File: src/rtl/uart_tx_if.sv
// Write-side handshake between the core's UART write method and uart_tx.
// The core presents {valid, data} on wr_arg. The transmitter returns wr_ready.
`timescale 1ns/1ps

interface uart_tx_if;
  logic [8:0] wr_arg;
  logic       wr_ready;

  modport master (output wr_arg, input  wr_ready);
  modport slave  (input  wr_arg, output wr_ready);
endinterface

File: src/rtl/uart_tx.sv
// 8N1 UART transmitter with a small byte FIFO in front of the shifter.
// Bytes are popped straight from the FIFO into the shift register. Frames
// run back-to-back while the FIFO holds data. tx is registered from the FSM
// state, so the serial line trails the state machine by one clock.
`timescale 1ns/1ps

module uart_tx #(
  parameter int CLKS_PER_BIT = 217,
  parameter int FIFO_DEPTH   = 4
) (
  input  logic      CLK,
  input  logic      RST_N,
  uart_tx_if.slave  wr,
  output logic      tx,
  output logic      busy
);

  localparam int CNT_W = $clog2(CLKS_PER_BIT);
  localparam int PTR_W = $clog2(FIFO_DEPTH);
  localparam int OCC_W = PTR_W + 1;

  localparam logic [1:0] ST_IDLE  = 2'd0;
  localparam logic [1:0] ST_START = 2'd1;
  localparam logic [1:0] ST_DATA  = 2'd2;
  localparam logic [1:0] ST_STOP  = 2'd3;

  logic [1:0]       state_reg, state_next;
  logic [CNT_W-1:0] cnt_reg, cnt_next;
  logic [2:0]       idx_reg, idx_next;
  logic [7:0]       shift_reg, shift_next;
  logic             tx_reg;

  logic [7:0]       fifo_mem [FIFO_DEPTH];
  logic [PTR_W-1:0] wr_ptr_reg, rd_ptr_reg;
  logic [OCC_W-1:0] occ_reg;

  logic push, pop, bit_done, fifo_nonempty;

  // Ready depends only on registered occupancy, so there is no path from wr_arg.
  assign wr.wr_ready   = (occ_reg != OCC_W'(FIFO_DEPTH));
  assign push          = wr.wr_arg[8] & wr.wr_ready;
  assign fifo_nonempty = (occ_reg != '0);
  assign bit_done      = (cnt_reg == CNT_W'(CLKS_PER_BIT - 1));
  assign tx            = tx_reg;
  assign busy          = (state_reg != ST_IDLE) || fifo_nonempty;

  // Storage is not reset; the reset pointers make stale entries unreachable.
  always_ff @(posedge CLK) begin
    if (push) begin
      fifo_mem[wr_ptr_reg] <= wr.wr_arg[7:0];
    end
  end

  // Pointers wrap naturally because FIFO_DEPTH is a power of two.
  // A simultaneous push and pop leaves the occupancy unchanged.
  always_ff @(posedge CLK or negedge RST_N) begin
    if (!RST_N) begin
      wr_ptr_reg <= '0;
      rd_ptr_reg <= '0;
      occ_reg    <= '0;
    end else begin
      if (push) wr_ptr_reg <= wr_ptr_reg + PTR_W'(1);
      if (pop)  rd_ptr_reg <= rd_ptr_reg + PTR_W'(1);
      case ({push, pop})
        2'b10:   occ_reg <= occ_reg + OCC_W'(1);
        2'b01:   occ_reg <= occ_reg - OCC_W'(1);
        default: occ_reg <= occ_reg;
      endcase
    end
  end

  // Frame sequencing: the bit timer and the bit index drive the state changes,
  // and a pop is made on entry to START from IDLE or from the end of STOP.
  always_comb begin
    state_next = state_reg;
    cnt_next   = cnt_reg;
    idx_next   = idx_reg;
    shift_next = shift_reg;
    pop        = 1'b0;
    case (state_reg)
      ST_IDLE: begin
        cnt_next = '0;
        idx_next = '0;
        if (fifo_nonempty) begin
          pop        = 1'b1;
          shift_next = fifo_mem[rd_ptr_reg];
          state_next = ST_START;
        end
      end
      ST_START: begin
        if (bit_done) begin
          cnt_next   = '0;
          idx_next   = '0;
          state_next = ST_DATA;
        end else begin
          cnt_next = cnt_reg + CNT_W'(1);
        end
      end
      ST_DATA: begin
        if (bit_done) begin
          cnt_next   = '0;
          shift_next = {1'b0, shift_reg[7:1]};
          if (idx_reg == 3'd7) begin
            idx_next   = '0;
            state_next = ST_STOP;
          end else begin
            idx_next = idx_reg + 3'd1;
          end
        end else begin
          cnt_next = cnt_reg + CNT_W'(1);
        end
      end
      ST_STOP: begin
        if (bit_done) begin
          cnt_next = '0;
          if (fifo_nonempty) begin
            pop        = 1'b1;
            shift_next = fifo_mem[rd_ptr_reg];
            state_next = ST_START;
          end else begin
            state_next = ST_IDLE;
          end
        end else begin
          cnt_next = cnt_reg + CNT_W'(1);
        end
      end
      default: begin
        state_next = ST_IDLE;
        cnt_next   = '0;
        idx_next   = '0;
      end
    endcase
  end

  // FSM registers. Reset aborts any frame in flight.
  always_ff @(posedge CLK or negedge RST_N) begin
    if (!RST_N) begin
      state_reg <= ST_IDLE;
      cnt_reg   <= '0;
      idx_reg   <= '0;
      shift_reg <= '0;
    end else begin
      state_reg <= state_next;
      cnt_reg   <= cnt_next;
      idx_reg   <= idx_next;
      shift_reg <= shift_next;
    end
  end

  // Serial line register. Reset forces the line idle without waiting for a clock.
  always_ff @(posedge CLK or negedge RST_N) begin
    if (!RST_N) begin
      tx_reg <= 1'b1;
    end else begin
      case (state_reg)
        ST_START: tx_reg <= 1'b0;
        ST_DATA:  tx_reg <= shift_reg[0];
        default:  tx_reg <= 1'b1;
      endcase
    end
  end

endmodule

File: src/flat_wrapper.sv
// flat-port wrapper written by rule: the top's interface ports become plain ports
module uart_tx_flat 
#(
  parameter int CLKS_PER_BIT = 217,
  parameter int FIFO_DEPTH   = 4
)
  (CLK, RST_N, tx, busy, wr_wr_arg, wr_wr_ready);
  uart_tx_if wr_i ();
  input  logic CLK;
  input  logic RST_N;
  output logic tx;
  output logic busy;
  input wire logic [$bits(wr_i.wr_arg)-1:0] wr_wr_arg;
  output wire logic [$bits(wr_i.wr_ready)-1:0] wr_wr_ready;
  assign wr_i.wr_arg = wr_wr_arg;
  assign wr_wr_ready = wr_i.wr_ready;
  uart_tx #(.CLKS_PER_BIT(CLKS_PER_BIT), .FIFO_DEPTH(FIFO_DEPTH)) u_core (.CLK(CLK), .RST_N(RST_N), .wr(wr_i), .tx(tx), .busy(busy));
endmodule
File: config.mk
export PLATFORM = sky130hd
export DESIGN_NAME = uart_tx_flat
export DESIGN_NICKNAME = d
export VERILOG_FILES = /design/src/rtl/uart_tx_if.sv /design/src/rtl/uart_tx.sv /design/src/flat_wrapper.sv
export SDC_FILE = /design/constraint.sdc
export NUM_CORES = 1
export LEC_CHECK = 0
export CELL_PAD_IN_SITES_DETAIL_PLACEMENT = 2
export CELL_PAD_IN_SITES_GLOBAL_PLACEMENT = 2
export CORE_MARGIN = 1
export CORE_UTILIZATION = 46
export DETAILED_ROUTE_END_ITERATION = 10
export GPL_TIMING_DRIVEN = 0
export PLACE_DENSITY_LB_ADDON = 0.1
export SYNTH_ARGS = -nofsm -noshare
export SYNTH_HDL_FRONTEND = slang
export SYNTH_SLANG_ARGS = --single-unit
export TNS_END_PERCENT = 30
File: constraint.sdc
create_clock -name CLK -period 5.95 [get_ports CLK]
set_input_delay 1.19 -clock CLK [delete_from_list [all_inputs] [get_ports CLK]]
set_output_delay 1.19 -clock CLK [all_outputs]
set_load 0.005 [all_outputs]
---- Yosys cells after proc, flatten, opt, wreduce, memory -nomap -nowiden ----
Memory sizes are Yosys's and may differ from the RTL's.
Index checks and enable logic that the tools add are counted.
Widths: inputs -> output; s select.
storage, ports and cells
  bits in registers ....................... 29
  RAM bits ................................ 32
  input bits .............................. 11
  output and inout port bits .............. 3
  word-level logic and storage cells ...... 64
  memories kept ........................... 1
operators by class
  add/subtract/negate cells ............... 6
  equality and inequality tests ........... 13
  muxes and demuxes ....................... 24
  bitwise logic cells ..................... 1
  reductions and logical operators ........ 11
memories
  name             words  bits a word  rd ports  clocked after Yosys merged registers in  wr ports  line           source
  u_core.fifo_mem  4      8            1         0                                        1         uart_tx.sv:33  logic [7:0] fifo_mem [FIFO_DEPTH];
operators by type and width
  kind                 number
  $mux 8               4
  $pmux 8 s3           1
  $pmux 8 s2           1
  $mux 2               5
  $ne 2x1->1 const B   5
  $mux 3               3
  $pmux 3 s3           1
  $reduce_bool 3->1    3
  $add 8x1->8 const B  1
  $eq 8x8->1 const B   1
  $pmux 2 s4           1
  $add 3x1->3 const B  2
  $eq 2x2->1 const B   3
  $pmux 3 s2           1
  $reduce_and 3->1     2
  $mux 1               5
  $reduce_and 5->1     1
  $add 2x1->2 const B  2
  $eq 2x1->1 const B   2
  $pmux 1 s2           2
  $reduce_bool 2->1    2
  $eq 3x3->1 const B   1
  $ne 3x3->1 const B   1
  $reduce_or 3->1      1
  4 further kinds      4

---- Logic depth before layout (Yosys ltp) ----
Gate-level depths: netlist of the first run.
  depth after elaboration ................. 6
  gate-level depth with buffers ........... 10
  depth with buffers taken out ............ 10

---- Least setup slack after synthesis of the first run ----
Ideal clock, no wire load.
  kind .................................... input port to flip-flop
  start ................................... in wr_wr_arg[8]
  end ..................................... reg u_core.occ_reg[2]
  library setup time ...................... 0.125 ns
  arrival time ............................ 2.309 ns
  data required time ...................... 5.825 ns
  setup slack ............................. 3.516 ns
  stages .................................. 7
  buffers on the path ..................... 0
  cells stage by stage .................... and2_1 -> inv_1 -> ha_1 -> fa_1 -> xnor2_1 -> nor2_1 -> xor2_1
between the ends
  cells in the longest elaborated chain, start to end .. 3
  elaborated cells on any way between the ends .. 5
  those cells by class .................... 2 x eq/ne; 1 x mux; 1 x bitwise; 1 x reduce/logical
ends and longest elaborated chain
  element                                          line                source
  start: declaration                               flat_wrapper.sv:13  input wire logic [$bits(wr_i.wr_arg)-1:0] wr_wr_arg;
  $and 1x1->1 (*)                                  uart_tx.sv:41       assign push = wr.wr_arg[8] & wr.wr_ready;
  $eq 2x1->1 or $eq 2x2->1 (tied branches)         uart_tx.sv:64       case ({push, pop})
  $pmux 3 s2 or $reduce_bool 2->1 (tied branches)  -
  end signal: assignment                           uart_tx.sv:65       2'b10: occ_reg <= occ_reg + OCC_W'(1);
  end signal: assignment                           uart_tx.sv:66       2'b01: occ_reg <= occ_reg - OCC_W'(1);
  end signal: assignment                           uart_tx.sv:67       default: occ_reg <= occ_reg;
  end: declaration                                 uart_tx.sv:35       logic [OCC_W-1:0] occ_reg;
Every way passes the cells marked *; elsewhere a longest branch is shown, timed or not.
A chain may end at the register's enable or synchronous reset.

---- Worst setup path after layout of the first run ----
  start ................................... reg u_core.state_reg[0]
  end ..................................... out busy
between the ends
  cells in the longest elaborated chain, start to end .. 2
ends and longest elaborated chain
  element                   line                source
  start: declaration        uart_tx.sv:27       logic [1:0] state_reg, state_next;
  start signal: assignment  uart_tx.sv:143      state_reg <= state_next;
  $reduce_bool 2->1         uart_tx.sv:45       assign busy = (state_reg != ST_IDLE) || fifo_nonempty;
  $logic_or 1x1->1          uart_tx.sv:45
  end: declaration          flat_wrapper.sv:12  output logic busy;
No other way between the ends.

==> results of run 1 <==
-- Yosys cell counts (2+ instances only) --
| cell | n | area, um^2 |
|---|---|---|
| a211oi_1 | 6 | 45.0 |
| a21oi_1 | 2 | 10.0 |
| a22oi_1 | 3 | 22.5 |
| a2bb2oi_1 | 2 | 17.5 |
| and3_1 | 5 | 31.3 |
| clkbuf_1 | 6 | 22.5 |
| dfrtp_1 | 28 | 701 |
| edfxtp_1 | 32 | 961 |
| ha_1 | 15 | 188 |
| inv_1 | 9 | 33.8 |
| mux2_2 | 18 | 203 |
| nand2_1 | 4 | 15.0 |
| nand3_1 | 3 | 15.0 |
| nor2_1 | 13 | 48.8 |
| nor2b_1 | 8 | 50.1 |
| nor3_1 | 9 | 45.0 |
| o22ai_1 | 7 | 43.8 |
| o2bb2ai_1 | 3 | 26.3 |
| or3_1 | 2 | 12.5 |
| xnor2_1 | 6 | 52.6 |
| xor2_1 | 6 | 52.6 |
-- logic make-up after synthesis --
family,share of synthesized area [%]
xor+xnor,3.72
fa+ha+maj,7.35
mux,8.32
buf+inv,2.17
simple gates,10.8
compound gates,7.97
flops,59.7
-- routing by layer --
layer / part of all wire (%) / GRT usage (%)
met4: 1.5 / 8.57
met3: 2.5 / 5.91
met1: 42 / 28.9
met2: 54 / 45.5
met5: 0 / 0
-- critical path, stage by stage, from the launching register on --
cell and delay (ps):
dfrtp_1 430, inv_1 170, ha_1 230, clkbuf_1 400, nand2_1 100, clkdlybuf4s50_1 470
-- power groups by stage --
stage          clock [mW]  sequential (mW)  combinational (mW)
2_1_floorplan           0            0.643               0.481
3_3_place_gp            0            0.655               0.604
3_5_place_dp            0            0.676               0.676
4_1_cts             0.364            0.671               0.697
5_1_grt             0.382            0.684               0.749
6_report            0.361            0.670               0.680
-- area by class of cell --
cell class                 instances  area (um^2)  share of cell area [%]
sequential                        61         1690                    52.1
buffer                             7         27.5                   0.850
clock inverter                     5         50.0                    1.55
timing repair buffer              13          125                    3.87
multi-input combinational        131         1080                    33.3
inverter                           9         33.8                    1.04
tap                               75         93.8                    2.90
clock buffer                      11          141                    4.37
-- placed cells by master (no fill, tap or decap), drive strengths merged, types with 7 or more instances in the layout --
master / synthesis / routed
dfrtp: 28 / 28
edfxtp: 32 / 32
mux2: 18 / 18
ha: 15 / 15
inv: 9 / 9
nor2: 13 / 13
o22ai: 7 / 7
clkbuf: 6 / 17
clkdlybuf4s50: 0 / 12
nor2b: 8 / 8
nor3: 10 / 10
-- path summary, 6_finish.rpt --
check | to | cells past startpoint
max in group asynchronous | u_core.idx_reg[2]$_DFFE_PN0P_ | 1
min in group asynchronous | u_core.wr_ptr_reg[1]$_DFFE_PN0P_ | 1
setup reg to reg | u_core.occ_reg[1]$_DFFE_PN0P_ | 7
hold / removal | u_core.occ_reg[2]$_DFFE_PN0P_ | 1
hold reg to reg | u_core.occ_reg[2]$_DFFE_PN0P_ | 1
setup / recovery | busy | 5
-- stage by stage --
step | hold slack [ps] | worst slack [ps] | power [mW] | util, % | std cells
after floorplan | 448 | 3520 | 1.12 | - | 208
after global placement | 477 | 2930 | 1.26 | 51.5 | 296
after detailed placement | 498 | 2840 | 1.35 | 51.5 | 296
after CTS | 513 | 2600 | 1.73 | 54.8 | 312
after global routing | 546 | 2510 | 1.81 | 54.7 | 312
final | 511 | 2630 | 1.71 | 54.7 | 312
==> reports/metrics.yaml, run 1 <==
die:
  start_util_pct: 47.7
  ios: 14
  dieHeight_um: 80.4
  fp.dieW_um: 80.4
  die_area_mm2: 0.00646
  placementRows: 28
  core_mm2: 0.00592
cts:
  cts_resized: 0
  cts.path.max_buffers: 2
  clockRootBuffer: "clkbuf_8"
  cts_buffers: 9
  cts_tree: "built"
  hold_buffers: 0
  cts_setup_buffers: 0
  worst_setup_hold_path_clk_slew_ps: 60
  clock_sink_count: 61
  h-tree-depth: 3
  clk_latency_ps: 340
logic_synthesis:
  yosysWarnings: 0
  syn_avg_cell_area_um2: 13.6
  seq_area_frac_synth_pct: 59.7
  synth_seq_cells: 61
  syn_inst: 208
  synth_edf_count: 32
  synth_fp_nets: 235
  synth_ff_type: "edfxtp_1"
  netlist_area_mm2: 0.00283
  async_flop_share_pct: 47.5
  synth.distinct_cells: 42
power:
  pwr-share-comb_pct: 39.8
  ir_drop_mv: 0.209
  seq_power_share_pct: 39.1
  p_sw_share_pct: 37.0
  leakage_nw: 1.29
  pwr-share-clk_pct: 21.1
  p_per_area_mw_per_mm2: 529
  switchingPower_uw: 633
  p_int_mw: 1.08
timing:
  period_needed_ps: 3320
  finalHoldViolations: 0
  setup_viol: 0
  fmax_ghz: 0.301
  timing_worst_slew_pin_value_ps: 731
  worst_clock_skew_ps: 9.03
  fin_crit_sh_pct: 55.8
  final_max_slew_viol_count: 0
  fin_tns_setup_ps: 0
  slew_headroom_pct: 50.9
  rsz0062_at_grt: "false"
layout:
  area_delta_synth_final_pct: 14.5
  final_nets: 259
  design_area_mm2: 0.00324
  drive_gt1_share_pct: 16.9
  insertedDiodeCount: 0
  largest_reg_flops: 32
  nFillCells: 568
route:
  routed_wirelength_um: 7030
  ant_nets: 0
  drcViolationCount: 0
  wire_per_inst_um: 22.5
  drtIter0Drc: 71
  first_pass_iters: 4
  num_vias: 1771
  routed_via_density: 5.68
critical_path:
  ff2ff_setup_slack_ps: 3360
  startpoint: "u_core.state_reg[0]$_DFFE_PN0P_"
  cp-start-kind: "flop"
  path_class: "flop to output pin"
  endpoint_kind: "output pin"
  cp.arrival_ps: 2130
  critical_path_required_ps: 4760
  path_max_fanout: 10
  r2r-start: "u_core.state_reg[0]$_DFFE_PN0P_"
global_routing:
  grt_pass1_wl_um: 11100
  grt_usage_pct: 25.2
  antenna_found_initial: 0
  grt_max_degree: 30
  grt_pass1_vias: 2013
  grt_overflow_total: 0
place:
  gp_congestion: 0.790
  place_hpwl_um: 4830
  io_buffers: 13
  place_area_mm2: 0.00305
hold_path:
  min_path_type: "flop to flop"
  worstHoldStart: "u_core.occ_reg[2]$_DFFE_PN0P_"
flow_run:
  max_cap_violations: 0
outcome:
  outcome: "complete, no violations"
(Power assumes the default switching activity.)
==> run 2, diff against run 1 <==
--- a/config.mk
+++ b/config.mk
@@ -8,7 +8,7 @@
 export CELL_PAD_IN_SITES_DETAIL_PLACEMENT = 2
 export CELL_PAD_IN_SITES_GLOBAL_PLACEMENT = 2
 export CORE_MARGIN = 1
-export CORE_UTILIZATION = 46
+export CORE_UTILIZATION = 38
 export DETAILED_ROUTE_END_ITERATION = 10
 export GPL_TIMING_DRIVEN = 0
 export PLACE_DENSITY_LB_ADDON = 0.1
==> constraint.sdc (replaced) <==
create_clock -name CLK -period 3 [get_ports CLK]
set_input_delay 0.6 -clock CLK [delete_from_list [all_inputs] [get_ports CLK]]
set_output_delay 0.6 -clock CLK [all_outputs]
set_load 0.005 [all_outputs]
==> reports/metrics.yaml, run 2 (synthesized netlist as in run 1, its figures left out) <==
global_routing:
  grt_max_degree: 30
  grt_usage_pct: 18.5
  grt_pass1_vias: 1997
  grt_overflow_total: 0
  grt_pass1_wl_um: 10100
  antenna_found_initial: 0
critical_path:
  startpoint: "u_core.state_reg[1]$_DFFE_PN0P_"
  path_max_fanout: 10
  path_class: "flop to output pin"
  cp-start-kind: "flop"
  critical_path_required_ps: 2400
  endpoint_kind: "output pin"
  cp.arrival_ps: 2160
  r2r-start: "u_core.cnt_reg[0]$_DFF_PN0_"
layout:
  insertedDiodeCount: 0
  mostFrequentLayoutCell: "edfxtp_1"
  fin_util_pct: 45.2
  final_cell_mix: "32 x edfxtp_1, 28 x dfrtp_1, 18 x mux2_2, 15 x ha_1, 13 x nor2_1"
  final_nets: 259
  drive_gt1_share_pct: 16.9
  largest_reg_flops: 32
  area_delta_synth_final_pct: 15.3
cts:
  cts_buffers: 9
  clk_latency_ps: 330
  clockRootBuffer: "clkbuf_8"
  cts_tree: "built"
  clock_sink_count: 61
  cts_resized: 0
  h-tree-depth: 3
  worst_setup_hold_path_clk_slew_ps: 70
  cts_setup_buffers: 0
  hold_buffers: 0
  cts.path.max_buffers: 2
die:
  placementRows: 31
  die_area_mm2: 0.00779
  ios: 14
  fp.dieW_um: 88.2
  dieHeight_um: 88.2
  core_mm2: 0.00721
  start_util_pct: 39.2
place:
  place_hpwl_um: 4590
  io_buffers: 13
  gp_congestion: 0.720
route:
  num_vias: 1727
  routed_via_density: 5.14
  wire_per_inst_um: 18.7
  routed_wirelength_um: 6290
  first_pass_iters: 4
  drcViolationCount: 0
  ant_nets: 0
  drtIter0Drc: 41
timing:
  final_max_slew_viol_count: 0
  worst_clock_skew_ps: 7.28
  fin_crit_sh_pct: 92.0
  period_needed_ps: 2760
  fmax_ghz: 0.362
  setup_viol: 0
  fin_tns_setup_ps: 0
  finalHoldViolations: 0
  timing_worst_slew_pin_value_ps: 773
  rsz0062_at_grt: "false"
  slew_headroom_pct: 48.0
flow_run:
  max_cap_violations: 0
hold_path:
  min_path_type: "primary input to async pin"
power:
  p_per_area_mw_per_mm2: 1010
  ir_drop_mv: 0.431
  leakage_nw: 1.29
outcome:
  outcome: "complete, no violations"
## run 2: final cells by class
class,instances,area (um^2)
Timing Repair Buffer,13,125
Inverter,9,33.8
Fill cell,753,3960
Sequential cell,61,1690
Clock buffer,11,131
Clock inverter,5,51.3
Multi-Input combinational cell,131,1080
Tap cell,99,124
Buffer,7,27.5
## run 2: worst paths after layout
path                                                    endpoint  slack [ps]  cells past startpoint
worst max-delay path                                        busy         240                      5
worst min-delay path             u_core.state_reg[1]$_DFFE_PN0P_         310                      1
worst max register to register     u_core.occ_reg[1]$_DFFE_PN0P_         450                      8
worst min register to register               u_core.tx$_DFF_PN1_         500                      2
max in group asynchronous       u_core.rd_ptr_reg[0]$_DFFE_PN0P_        2230                      1
min in group CLK                             u_core.tx$_DFF_PN1_         500                      2
## run 2: metal layers
layer | track usage [%] | wire length (um) | share of wire (%) | up-vias
li1 | - | - | - | 808
met1 | 20.9 | 2660 | 42 | 885
met2 | 33.4 | 3340 | 53 | 22
met3 | 2.89 | 137 | 2.2 | 12
met4 | 9.68 | 144 | 2.3 | 0
met5 | 0 | 0 | 0 | -
## run 2: where the power goes
| part | internal [mW] | switching, mW | total (mW) |
|---|---|---|---|
| logic | 0.581 | 0.714 | 1.29 |
| registers | 1.15 | 0.160 | 1.31 |
| clock network | 0.378 | 0.309 | 0.687 |
## run 2: metrics by stage
stage	cell area (um^2)	setup WS, ps	power (mW)	hold slack, ps	std cells
final	3260	239	3.29	314	336
after floorplan	2830	762	2.23	304	208
after global routing	3260	98.7	3.52	359	336
after CTS	3260	204	3.36	501	336
after detailed placement	3080	428	2.65	481	320
after global placement	3080	481	2.52	484	320
## run 2: critical path, stage by stage, from the launching register on
cell	delay, ps
dfrtp_1	430
inv_1	160
ha_1	250
clkbuf_1	390
nand2_1	130
clkdlybuf4s50_1	470
==> run 3, diff against run 2 <==
--- a/config.mk
+++ b/config.mk
@@ -5,6 +5,7 @@
 export SDC_FILE = /design/constraint.sdc
 export NUM_CORES = 1
 export LEC_CHECK = 0
+export CAP_MARGIN = 40
 export CELL_PAD_IN_SITES_DETAIL_PLACEMENT = 2
 export CELL_PAD_IN_SITES_GLOBAL_PLACEMENT = 2
 export CORE_MARGIN = 1
==> reports/metrics.yaml, run 3 (synthesized netlist as in run 1, its figures left out) <==
outcome:
  outcome: "complete, no violations"
route:
  wire_per_inst_um: 18.8
  num_vias: 1748
  routed_wirelength_um: 6330
  first_pass_iters: 4
  drtIter0Drc: 44
  ant_nets: 0
  drcViolationCount: 0
  routed_via_density: 5.19
global_routing:
  grt_pass1_wl_um: 10100
  grt_pass1_vias: 1967
  antenna_found_initial: 0
  grt_usage_pct: 18.6
  grt_overflow_total: 0
  grt_max_degree: 16
place:
  gp_congestion: 0.720
  io_buffers: 13
  dp_slack_ps: 414
  place_area_mm2: 0.00311
  place_hpwl_um: 4690
critical_path:
  cp-start-kind: "flop"
  cp_slowest_stage_delay_ps: 470
  cp.arrival_ps: 2160
  r2r-end: "u_core.occ_reg[2]$_DFFE_PN0P_"
  rr_worst_depth: 8
  startpoint: "u_core.state_reg[1]$_DFFE_PN0P_"
  crit_cells: 5
  critical_path_required_ps: 2400
  path_max_fanout: 10
  path_class: "flop to output pin"
  r2r-start: "u_core.occ_reg[0]$_DFFE_PN0P_"
  crit_end: "busy"
  ff2ff_setup_slack_ps: 460
  endpoint_kind: "output pin"
  cp_top_family: "buffers and inverters"
  crit_chain: "inv_1 -> ha_1 -> clkbuf_1 -> nand2_1 -> clkdlybuf4s50_1"
  crit_buf_inv: 3
  cp_slowest_cell: "clkdlybuf4s50_1"
cts:
  clock_sink_count: 61
  cts_setup_buffers: 0
  hold_buffers: 0
  cts_resized: 0
  clk_latency_ps: 340
  worst_setup_hold_path_clk_slew_ps: 70
  h-tree-depth: 3
  cts_buffers: 9
  cts_tree: "built"
  cts.path.max_buffers: 2
  clockRootBuffer: "clkbuf_8"
timing:
  finalHoldViolations: 0
  setup_viol: 0
  fin_crit_sh_pct: 92.0
  timing_worst_slew_pin_value_ps: 824
  fmax_ghz: 0.362
  slew_headroom_pct: 44.9
  period_needed_ps: 2760
  fin_tns_setup_ps: 0
  rsz0062_at_grt: "false"
  final_max_slew_viol_count: 0
  setup_slack_ps: 239
  worst_clock_skew_ps: 10.0
die:
  ios: 14
  core_mm2: 0.00721
  placementRows: 31
  start_util_pct: 39.2
  fp.dieW_um: 88.2
  die_area_mm2: 0.00779
  dieHeight_um: 88.2
power:
  pwr-share-clk_pct: 20.8
  p_per_area_mw_per_mm2: 1000
  p_sw_share_pct: 35.9
  p_int_mw: 2.11
  power_mw: 3.29
  leakage_nw: 1.30
  seq_power_share_pct: 39.9
  ir_drop_mv: 0.436
  switchingPower_mw: 1.18
  pwr-share-comb_pct: 39.3
layout:
  design_area_mm2: 0.00329
  mostFrequentLayoutCell: "edfxtp_1"
  final_cell_mix: "32 x edfxtp_1, 28 x dfrtp_1, 18 x mux2_2, 15 x ha_1"
  drive_gt1_share_pct: 16.8
  insertedDiodeCount: 0
  final_nets: 260
  area_delta_synth_final_pct: 16.4
  largest_reg_flops: 32
hold_path:
  min_path_type: "flop to flop"
flow_run:
  max_cap_violations: 0
[run 3: cell types whose count changed in the layout (fill, tap and decap cells not counted)]
cell / previous run / this run
clkbuf_1: 8 / 7
buf_16: 0 / 1
clkdlybuf4s50_1: 12 / 13
buf_2: 2 / 1
clkinv_1: 1 / 2
[run 3: worst reg2reg max path: stages, from the launching register on]
cell and delay (ps):
dfrtp_1 440, nor3_1 630, nor2_1 160, o21a_1 190, ha_1 250, fa_1 400
xnor2_1 140, nor2_1 110, xor2_1 160
[run 3: worst min path at each step]
stage	startpoint	depth (start not counted)	end	slack, ps
2_1_floorplan	RST_N	0	u_core.cnt_reg[0]$_DFF_PN0_	300
4_1_cts	u_core.shift_reg[0]$_DFFE_PN0P_	2	u_core.tx$_DFF_PN1_	500
3_5_place_dp	u_core.shift_reg[0]$_DFFE_PN0P_	2	u_core.tx$_DFF_PN1_	480
5_1_grt	u_core.shift_reg[0]$_DFFE_PN0P_	2	u_core.tx$_DFF_PN1_	530
3_3_place_gp	u_core.occ_reg[2]$_DFFE_PN0P_	1	u_core.occ_reg[2]$_DFFE_PN0P_	480
6_report	u_core.shift_reg[0]$_DFFE_PN0P_	2	u_core.tx$_DFF_PN1_	490
[run 3: area by class of cell]
| class | instances | area [um^2] |
|---|---|---|
| fill | 739 | 3920 |
| clock buffer | 10 | 128 |
| multi-input combinational | 131 | 1080 |
| inverter | 9 | 33.8 |
| clock inverter | 6 | 55.1 |
| buffer | 7 | 27.5 |
| timing repair buffer | 14 | 158 |
| sequential | 61 | 1690 |
| tap | 99 | 124 |
[run 3: per-stage QoR]
step	instances	util (%)	hold WS, ps
2_1_floorplan	208	-	304
3_3_place_gp	320	42.7	484
5_1_grt	337	45.6	526
3_5_place_dp	321	43.1	481
6_report	337	45.6	492
4_1_cts	337	45.6	497
[run 3: layer usage]
metal | track usage, % | vias up | share of wire (%)
met1 | 20.9 | 908 | 42
li1 | - | 808 | -
met5 | 0 | - | 0
met3 | 3.92 | 7 | 2.4
met2 | 33.3 | 25 | 54
met4 | 9.68 | 0 | 2.0
[run 3: power groups by stage]
stage / Sequential, mW / Clock, mW / Combinational, mW
2_1_floorplan: 1.28 / 0 / 0.954
3_5_place_dp: 1.33 / 0 / 1.32
6_report: 1.31 / 0.687 / 1.29
4_1_cts: 1.31 / 0.710 / 1.33
3_3_place_gp: 1.30 / 0 / 1.22
5_1_grt: 1.35 / 0.743 / 1.42
